<file path="config.mk">
export PLATFORM = sky130hd
export DESIGN_NAME = clip_mac_tc
export DESIGN_NICKNAME = d
export VERILOG_FILES = /design/src/rtl/clip_mac_pkg.sv /design/src/rtl/clip_mac_lane.sv /design/src/rtl/clip_mac_tc.sv
export SDC_FILE = /design/constraint.sdc
export NUM_CORES = 2
export LEC_CHECK = 0
export ABC_AREA = 1
export CORE_ASPECT_RATIO = 1.2
export CORE_UTILIZATION = 59
export DETAILED_ROUTE_END_ITERATION = 8
export PLACE_DENSITY = 0.77
export SLEW_MARGIN = 20
export SYNTH_ARGS = -nofsm -noshare
export SYNTH_HDL_FRONTEND = slang
export SYNTH_SLANG_ARGS = --single-unit
</file>
<file path="constraint.sdc">
create_clock -name clk -period 6.7 [get_ports clk]
set_input_delay 0.67 -clock clk [delete_from_list [all_inputs] [get_ports clk]]
set_output_delay 0.67 -clock clk [all_outputs]
set_load 0.1 [all_outputs]
</file>
<file path="src/rtl/clip_mac_pkg.sv">
// Shared defaults and saturation helpers for the multi-lane clip MAC.
package clip_mac_pkg;

  localparam int CM_W     = 8;
  localparam int CM_LANES = 4;
  localparam int CM_ACC_W = 24;
  localparam int CM_OUT_W = 8;
  localparam int CM_SH_W  = 5;

  // fp_mode value selecting an unsigned (zero-extended) in0 operand
  localparam logic [1:0] FP_MODE_UNSIGNED = 2'b00;

  // Largest value representable in a signed field of the given width
  function automatic logic signed [63:0] sat_max(input int width);
    return (64'sd1 <<< (width - 1)) - 64'sd1;
  endfunction

  // Smallest value representable in a signed field of the given width
  function automatic logic signed [63:0] sat_min(input int width);
    return -(64'sd1 <<< (width - 1));
  endfunction

endpackage

</file>
<file path="src/rtl/clip_mac_lane.sv">
// One lane of the clip MAC: product register, saturating accumulator with
// sticky overflow flag, and the round / shift / clip output stage.
module clip_mac_lane
  import clip_mac_pkg::*;
#(
  parameter int W     = CM_W,
  parameter int ACC_W = CM_ACC_W,
  parameter int OUT_W = CM_OUT_W,
  parameter int SH_W  = CM_SH_W
) (
  input  logic                    clk,
  input  logic                    rst,
  input  logic                    en,
  input  logic                    signed_a,
  input  logic [W-1:0]            a,
  input  logic signed [W-1:0]     b,
  input  logic                    vld_p1,
  input  logic                    last_p1,
  input  logic                    vld_p2,
  input  logic [SH_W-1:0]         rsh_p2,
  output logic signed [OUT_W-1:0] res,
  output logic                    sat
);

  localparam logic signed [63:0] ACC_MAX64 = sat_max(ACC_W);
  localparam logic signed [63:0] ACC_MIN64 = sat_min(ACC_W);
  localparam logic signed [63:0] OUT_MAX64 = sat_max(OUT_W);
  localparam logic signed [63:0] OUT_MIN64 = sat_min(OUT_W);

  localparam logic signed [ACC_W-1:0] ACC_MAX = ACC_MAX64[ACC_W-1:0];
  localparam logic signed [ACC_W-1:0] ACC_MIN = ACC_MIN64[ACC_W-1:0];
  // Output limits widened to the rounding width so comparisons are exact
  localparam logic signed [ACC_W:0]   OUT_HI  = OUT_MAX64[ACC_W:0];
  localparam logic signed [ACC_W:0]   OUT_LO  = OUT_MIN64[ACC_W:0];

  // Overflow of an ACC_W+1 bit sum shows as disagreeing top two bits
  function automatic logic acc_ovf(input logic signed [ACC_W:0] v);
    return v[ACC_W] ^ v[ACC_W-1];
  endfunction

  function automatic logic signed [ACC_W-1:0] acc_sat(input logic signed [ACC_W:0] v);
    if (v[ACC_W] ^ v[ACC_W-1]) begin
      return v[ACC_W] ? ACC_MIN : ACC_MAX;
    end
    return v[ACC_W-1:0];
  endfunction

  // Round-half-up then arithmetic shift. Shifts beyond ACC_W give the same
  // (zero) answer as a shift of exactly ACC_W, so the amount is clamped there
  // to keep the half-LSB term inside the ACC_W+1 bit adder.
  function automatic logic signed [ACC_W:0] round_shift(input logic signed [ACC_W-1:0] v,
                                                        input logic [SH_W-1:0]      sh);
    int                    sh_i;
    logic signed [ACC_W:0] half;
    logic signed [ACC_W:0] sum;
    sh_i = int'(sh);
    if (sh_i > ACC_W) sh_i = ACC_W;
    half = '0;
    if (sh_i > 0) half = {{ACC_W{1'b0}}, 1'b1} << (sh_i - 1);
    sum = {v[ACC_W-1], v} + half;
    return sum >>> sh_i;
  endfunction

  function automatic logic signed [OUT_W-1:0] clip_out(input logic signed [ACC_W:0] r);
    if (r > OUT_HI) return OUT_HI[OUT_W-1:0];
    if (r < OUT_LO) return OUT_LO[OUT_W-1:0];
    return r[OUT_W-1:0];
  endfunction

  function automatic logic clip_hit(input logic signed [ACC_W:0] r);
    return (r > OUT_HI) || (r < OUT_LO);
  endfunction

  logic                    sa;
  logic signed [2*W:0]     a_x;
  logic signed [2*W:0]     b_x;
  logic signed [2*W:0]     prod_full;
  logic signed [2*W-1:0]   prod_p1;
  logic signed [ACC_W-1:0] acc;
  logic                    sticky;
  logic signed [ACC_W:0]   sum_p1;
  logic signed [ACC_W-1:0] acc_nxt;
  logic                    ovf;
  logic signed [ACC_W-1:0] acc_p2;
  logic                    stk_p2;
  logic signed [ACC_W:0]   rnd_p2;

  // in0 is sign- or zero-extended by mode; the exact product fits in 2*W bits
  assign sa        = signed_a & a[W-1];
  assign a_x       = {{(W+1){sa}}, a};
  assign b_x       = {{(W+1){b[W-1]}}, b};
  assign prod_full = a_x * b_x;

  // ---- S0 -> S1: register the lane product
  // Product capture for every advancing beat; validity travels in the top.
  always_ff @(posedge clk) begin
    if (en) prod_p1 <= prod_full[2*W-1:0];
  end

  // ---- S1 -> S2: saturating accumulate
  assign sum_p1  = {acc[ACC_W-1], acc} + {{(ACC_W+1-2*W){prod_p1[2*W-1]}}, prod_p1};
  assign acc_nxt = acc_sat(sum_p1);
  assign ovf     = acc_ovf(sum_p1);

  // Accumulator and sticky flag: cleared when a burst closes, else accumulate.
  always_ff @(posedge clk) begin
    if (rst) begin
      acc    <= '0;
      sticky <= 1'b0;
    end else if (en && vld_p1) begin
      if (last_p1) begin
        acc    <= '0;
        sticky <= 1'b0;
      end else begin
        acc    <= acc_nxt;
        sticky <= sticky | ovf;
      end
    end
  end

  // Forward the closing burst total and its saturation history to S3.
  always_ff @(posedge clk) begin
    if (en && vld_p1 && last_p1) begin
      acc_p2 <= acc_nxt;
      stk_p2 <= sticky | ovf;
    end
  end

  // ---- S2 -> S3: round, shift, clip and register the lane result
  assign rnd_p2 = round_shift(acc_p2, rsh_p2);

  // Output register: loads a finished burst, otherwise holds for the consumer.
  always_ff @(posedge clk) begin
    if (rst) begin
      res <= '0;
      sat <= 1'b0;
    end else if (en && vld_p2) begin
      res <= clip_out(rnd_p2);
      sat <= stk_p2 | clip_hit(rnd_p2);
    end
  end

endmodule

</file>
<file path="src/rtl/clip_mac_tc.sv">
// Multi-lane pipelined multiply-accumulate-clip unit with valid/ready on both
// sides. Control pipeline lives here; per-lane datapath in clip_mac_lane.
module clip_mac_tc
  import clip_mac_pkg::*;
#(
  parameter int W     = CM_W,
  parameter int LANES = CM_LANES,
  parameter int ACC_W = CM_ACC_W,
  parameter int OUT_W = CM_OUT_W,
  parameter int SH_W  = CM_SH_W
) (
  input  logic                   clk,
  input  logic                   rst,
  input  logic                   in_valid,
  output logic                   in_ready,
  input  logic                   in_last,
  input  logic [LANES*W-1:0]     in0,
  input  logic [LANES*W-1:0]     in1,
  input  logic [1:0]             fp_mode,
  input  logic [SH_W-1:0]        rshift,
  output logic                   out_valid,
  input  logic                   out_ready,
  output logic [LANES*OUT_W-1:0] out_data,
  output logic [LANES-1:0]       out_sat
);

  logic            en;
  logic            signed_a;
  logic            vld_p1;
  logic            last_p1;
  logic [SH_W-1:0] rsh_p1;
  logic            vld_p2;
  logic [SH_W-1:0] rsh_p2;

  // The whole pipeline advances together unless a result is waiting downstream
  assign en       = !out_valid || out_ready;
  assign in_ready = en;
  assign signed_a = (fp_mode != FP_MODE_UNSIGNED);

  // ---- S0 -> S1 -> S2 -> S3 valid chain; only closing beats reach S2
  // Valid pipeline: a beat becomes a result only when it closes a burst.
  always_ff @(posedge clk) begin
    if (rst) begin
      vld_p1    <= 1'b0;
      vld_p2    <= 1'b0;
      out_valid <= 1'b0;
    end else if (en) begin
      vld_p1    <= in_valid;
      vld_p2    <= vld_p1 && last_p1;
      out_valid <= vld_p2;
    end
  end

  // Burst-end flag and shift amount travel alongside the beat data.
  always_ff @(posedge clk) begin
    if (en) begin
      last_p1 <= in_last;
      rsh_p1  <= rshift;
      rsh_p2  <= rsh_p1;
    end
  end

  for (genvar i = 0; i < LANES; i++) begin : g_lane
    clip_mac_lane #(
      .W     (W),
      .ACC_W (ACC_W),
      .OUT_W (OUT_W),
      .SH_W  (SH_W)
    ) u_lane (
      .clk      (clk),
      .rst      (rst),
      .en       (en),
      .signed_a (signed_a),
      .a        (in0[i*W +: W]),
      .b        (in1[i*W +: W]),
      .vld_p1   (vld_p1),
      .last_p1  (last_p1),
      .vld_p2   (vld_p2),
      .rsh_p2   (rsh_p2),
      .res      (out_data[i*OUT_W +: OUT_W]),
      .sat      (out_sat[i])
    );
  end

endmodule

</file>
==> flow_summary.yaml <==
synthesis:
  ys_ff_latch: 314
  yosysWarnings: 0
  synth_nets: 6357
  synthTopCellsByArea: "nand2_1 17%, edfxtp_1 14%, fa_1 12%"
  synth_edf_count: 175
  synth_top_area_share_pct: 16.55
  syn_avg_cell_area_um2: 6.664
  syn_area_um2: 38460
  synthFlopType: "edfxtp_1"
  postSynth.asyncResetShare_pct: 0
  ys_seq_area_share_pct: 20.90
  synth_area_leader_cell: "nand2_1"
  synth_cell_type_count: 55
  syn_inst: 5771
worst_hold_path:
  hold_depth: 0
  hold_path_end: "rsh_p2[2]"
  hold_start: "rsh_p1[2]"
  hold_class: "reg2reg"
sta:
  clock_skew_ps: 17.06
  max_clock_freq_mhz: 171.5
  max-slew-margin-rel_pct: 32.70
  period_share_pct: 87.05
  rsz0062_at_grt: "false"
  setup_tns_ps: 0
  setup_viol: 0
  min_period_ps: 5833
  final_hold_viol_count: 0
  finalMaxSlewViolations: 0
  tightest_slew_ps: 1006
routing:
  wl_per_cell_um: 16.32
  postRouteAntennaNets: 0
  first_pass_iters: 7
  vias_per_cell: 5.558
  drt_iter0_drc: 3207
  drc_errors: 0
  wirelength_mm: 107.6
  vias: 36640
layout:
  drive_above_1_share_pct: 4.393
  area_growth_pct: 7.076
  stdcell_area_um2: 41180
  final_common_cell: "nand2_1"
  num-fill-cells: 6062
  nNetsFinal: 6320
  most-common-layout-cells: "1694 x nand2_1, 882 x inv_1, 676 x nand3_1"
  final_util_pct: 63.90
  fin_cells: 6592
clocking:
  cts_tree: "yes"
  clockBufferDepth: 3
  clkTransAtPathRegs_ps: 60
  hold_buffers: 0
  clock_latency_ps: 570
  cts.repair.resized: 0
  htreeDepth: 2
  root_buffer: "clkbuf_16"
  cts_post_setup_buffers_inserted: 0
  clkSinkCount: 314
  cts_buffers: 35
global_route:
  antenna_found_initial: 1
  grt_max_degree: 104
  grt_pass1_vias: 34230
  grt_pass1_wl_mm: 173.6
  track_usage_pct: 32.42
  overflow: 0
floorplanning:
  die_x_um: 235.1
  die_h_um: 281.7
  initial_core_util_pct: 59.68
  io_pins: 114
  num_rows: 102
  dieArea_um2: 66220
  core_area_um2: 64450
place:
  gp_congestion: 1.036
  place_hpwl_mm: 87.54
  portBuffers: 113
  post_dp_cell_area_um2: 40060
  place_inst: 6529
run:
  cap_violations: 0
power:
  power_per_cell_area_nw_per_um2: 304.9
  power.total_mw: 12.56
  p_leak_nw: 21.27
  ir_worst_vdd_uv: 422.1
critical_path:
  path_delay_family: "simple AND/OR/NAND/NOR gates"
  cp-end-kind: "register"
  worstPathRequired_ps: 7140
  worstReg2RegEnd: "g_lane[3].u_lane.res[1]"
  cp.arrival_ps: 6280
  regToRegSetupSlack_ps: 870
  crit_path_start_kind: "register"
  crit_buf_inv: 4
  crit_slowest_cell: "nor2_1"
  crit_fanout: 7
  reg2reg_from: "rsh_p2[4]"
  r2r_cells: 32
  crit_type: "reg2reg"
  critPathMaxStageDelay_ps: 710
run_status:
  run_status: "completed"
-- routing by layer --
metal	vias to the layer above	track usage (%)	part of all wire (%)
met4	0	11.08	3.4
met1	16980	43.05	44
li1	18340	-	-
met3	192	2.399	4.9
met5	-	0	0
met2	1136	55.92	47
-- sequential cells by signal, summed over array words and instances (netlist names) --
register               cells
g_lane.u_lane.acc         96
g_lane.u_lane.acc_p2      96
g_lane.u_lane.prod_p1     64
g_lane.u_lane.res         32
g_lane.u_lane.sat          4
g_lane.u_lane.sticky       4
g_lane.u_lane.stk_p2       4
last_p1                    1
out_valid                  1
rsh_p1                     5
rsh_p2                     5
vld_p1                     1
vld_p2                     1
-- layout make-up --
type	instances	area [um2]	share of cell area, %
Antenna cell	1	2.502	0.006076
Clock buffer	44	939.7	2.282
Clock inverter	18	183.9	0.4466
Inverter	912	3433	8.337
Multi-Input combinational cell	4331	26190	63.59
Sequential cell	314	8038	19.52
Tap cell	832	1041	2.528
Timing Repair Buffer	140	1356	3.293
-- logic make-up after synthesis --
family | Yosys count | share of synthesized area, %
multiplexers | 1 | 0.02603
buffers and inverters | 1126 | 11.14
XOR/XNOR | 184 | 4.190
adder cells (fa/ha/maj) | 510 | 21.20
AND/OR/NAND/NOR | 2968 | 33.24
flip-flops | 314 | 20.90
AO/OA/AOI/OAI | 668 | 9.307
-- power breakdown --
group / total (mW) / leakage, nW / switching (mW) / internal (mW)
Combinational: 7.53 / 17.9 / 4.87 / 2.66
Clock: 1.88 / 0.534 / 0.833 / 1.05
Sequential: 3.14 / 2.85 / 0.267 / 2.87
Total: 12.6 / 21.3 / 5.97 / 6.59
-- cell usage after synthesis (all sizes together) (71+ instances only) --
cell	instances
nand2	1741
inv	906
nand3	693
nor2	389
a21oi	331
ha	274
o21ai	252
fa	236
edfxtp	175
clkbuf	153
dfxtp	139
xor2	103
xnor2	81
nand4	71
-- worst register-to-register path, delay by kind of cell (launching register included) --
family	cells	cell delay (ps)
and+or+nand+nor	23	3540
adders and majority gates	3	910
buffers and inverters	4	440
DFF	1	420
AOI/OAI and AO/OA	2	360
-- worst max-delay path by stage --
| stage | start | endpoint | slack [ps] | cells past startpoint |
|---|---|---|---|---|
| after floorplan | out_valid | g_lane[0].u_lane.sticky | 810 | 6 |
| after detailed placement | in1[8] | g_lane[1].u_lane.prod_p1[14] | 850 | 25 |
| final | rsh_p2[4] | g_lane[3].u_lane.res[1] | 870 | 32 |
| after CTS | rsh_p2[4] | g_lane[0].u_lane.res[2] | 920 | 33 |
| after global routing | rsh_p2[4] | g_lane[0].u_lane.res[1] | 360 | 32 |
| after global placement | fp_mode[1] | g_lane[1].u_lane.prod_p1[15] | 950 | 19 |
-- through the flow --
stage                     hold slack, ps  setup slack (ps)
final                              419.8             867.4
after global routing               436.1             363.7
after CTS                          419.7             915.4
after detailed placement           408.0             851.4
after global placement             400.9             947.1
after floorplan                    400.3             805.7
No activity file was read; power rests on OpenSTA's default activity.
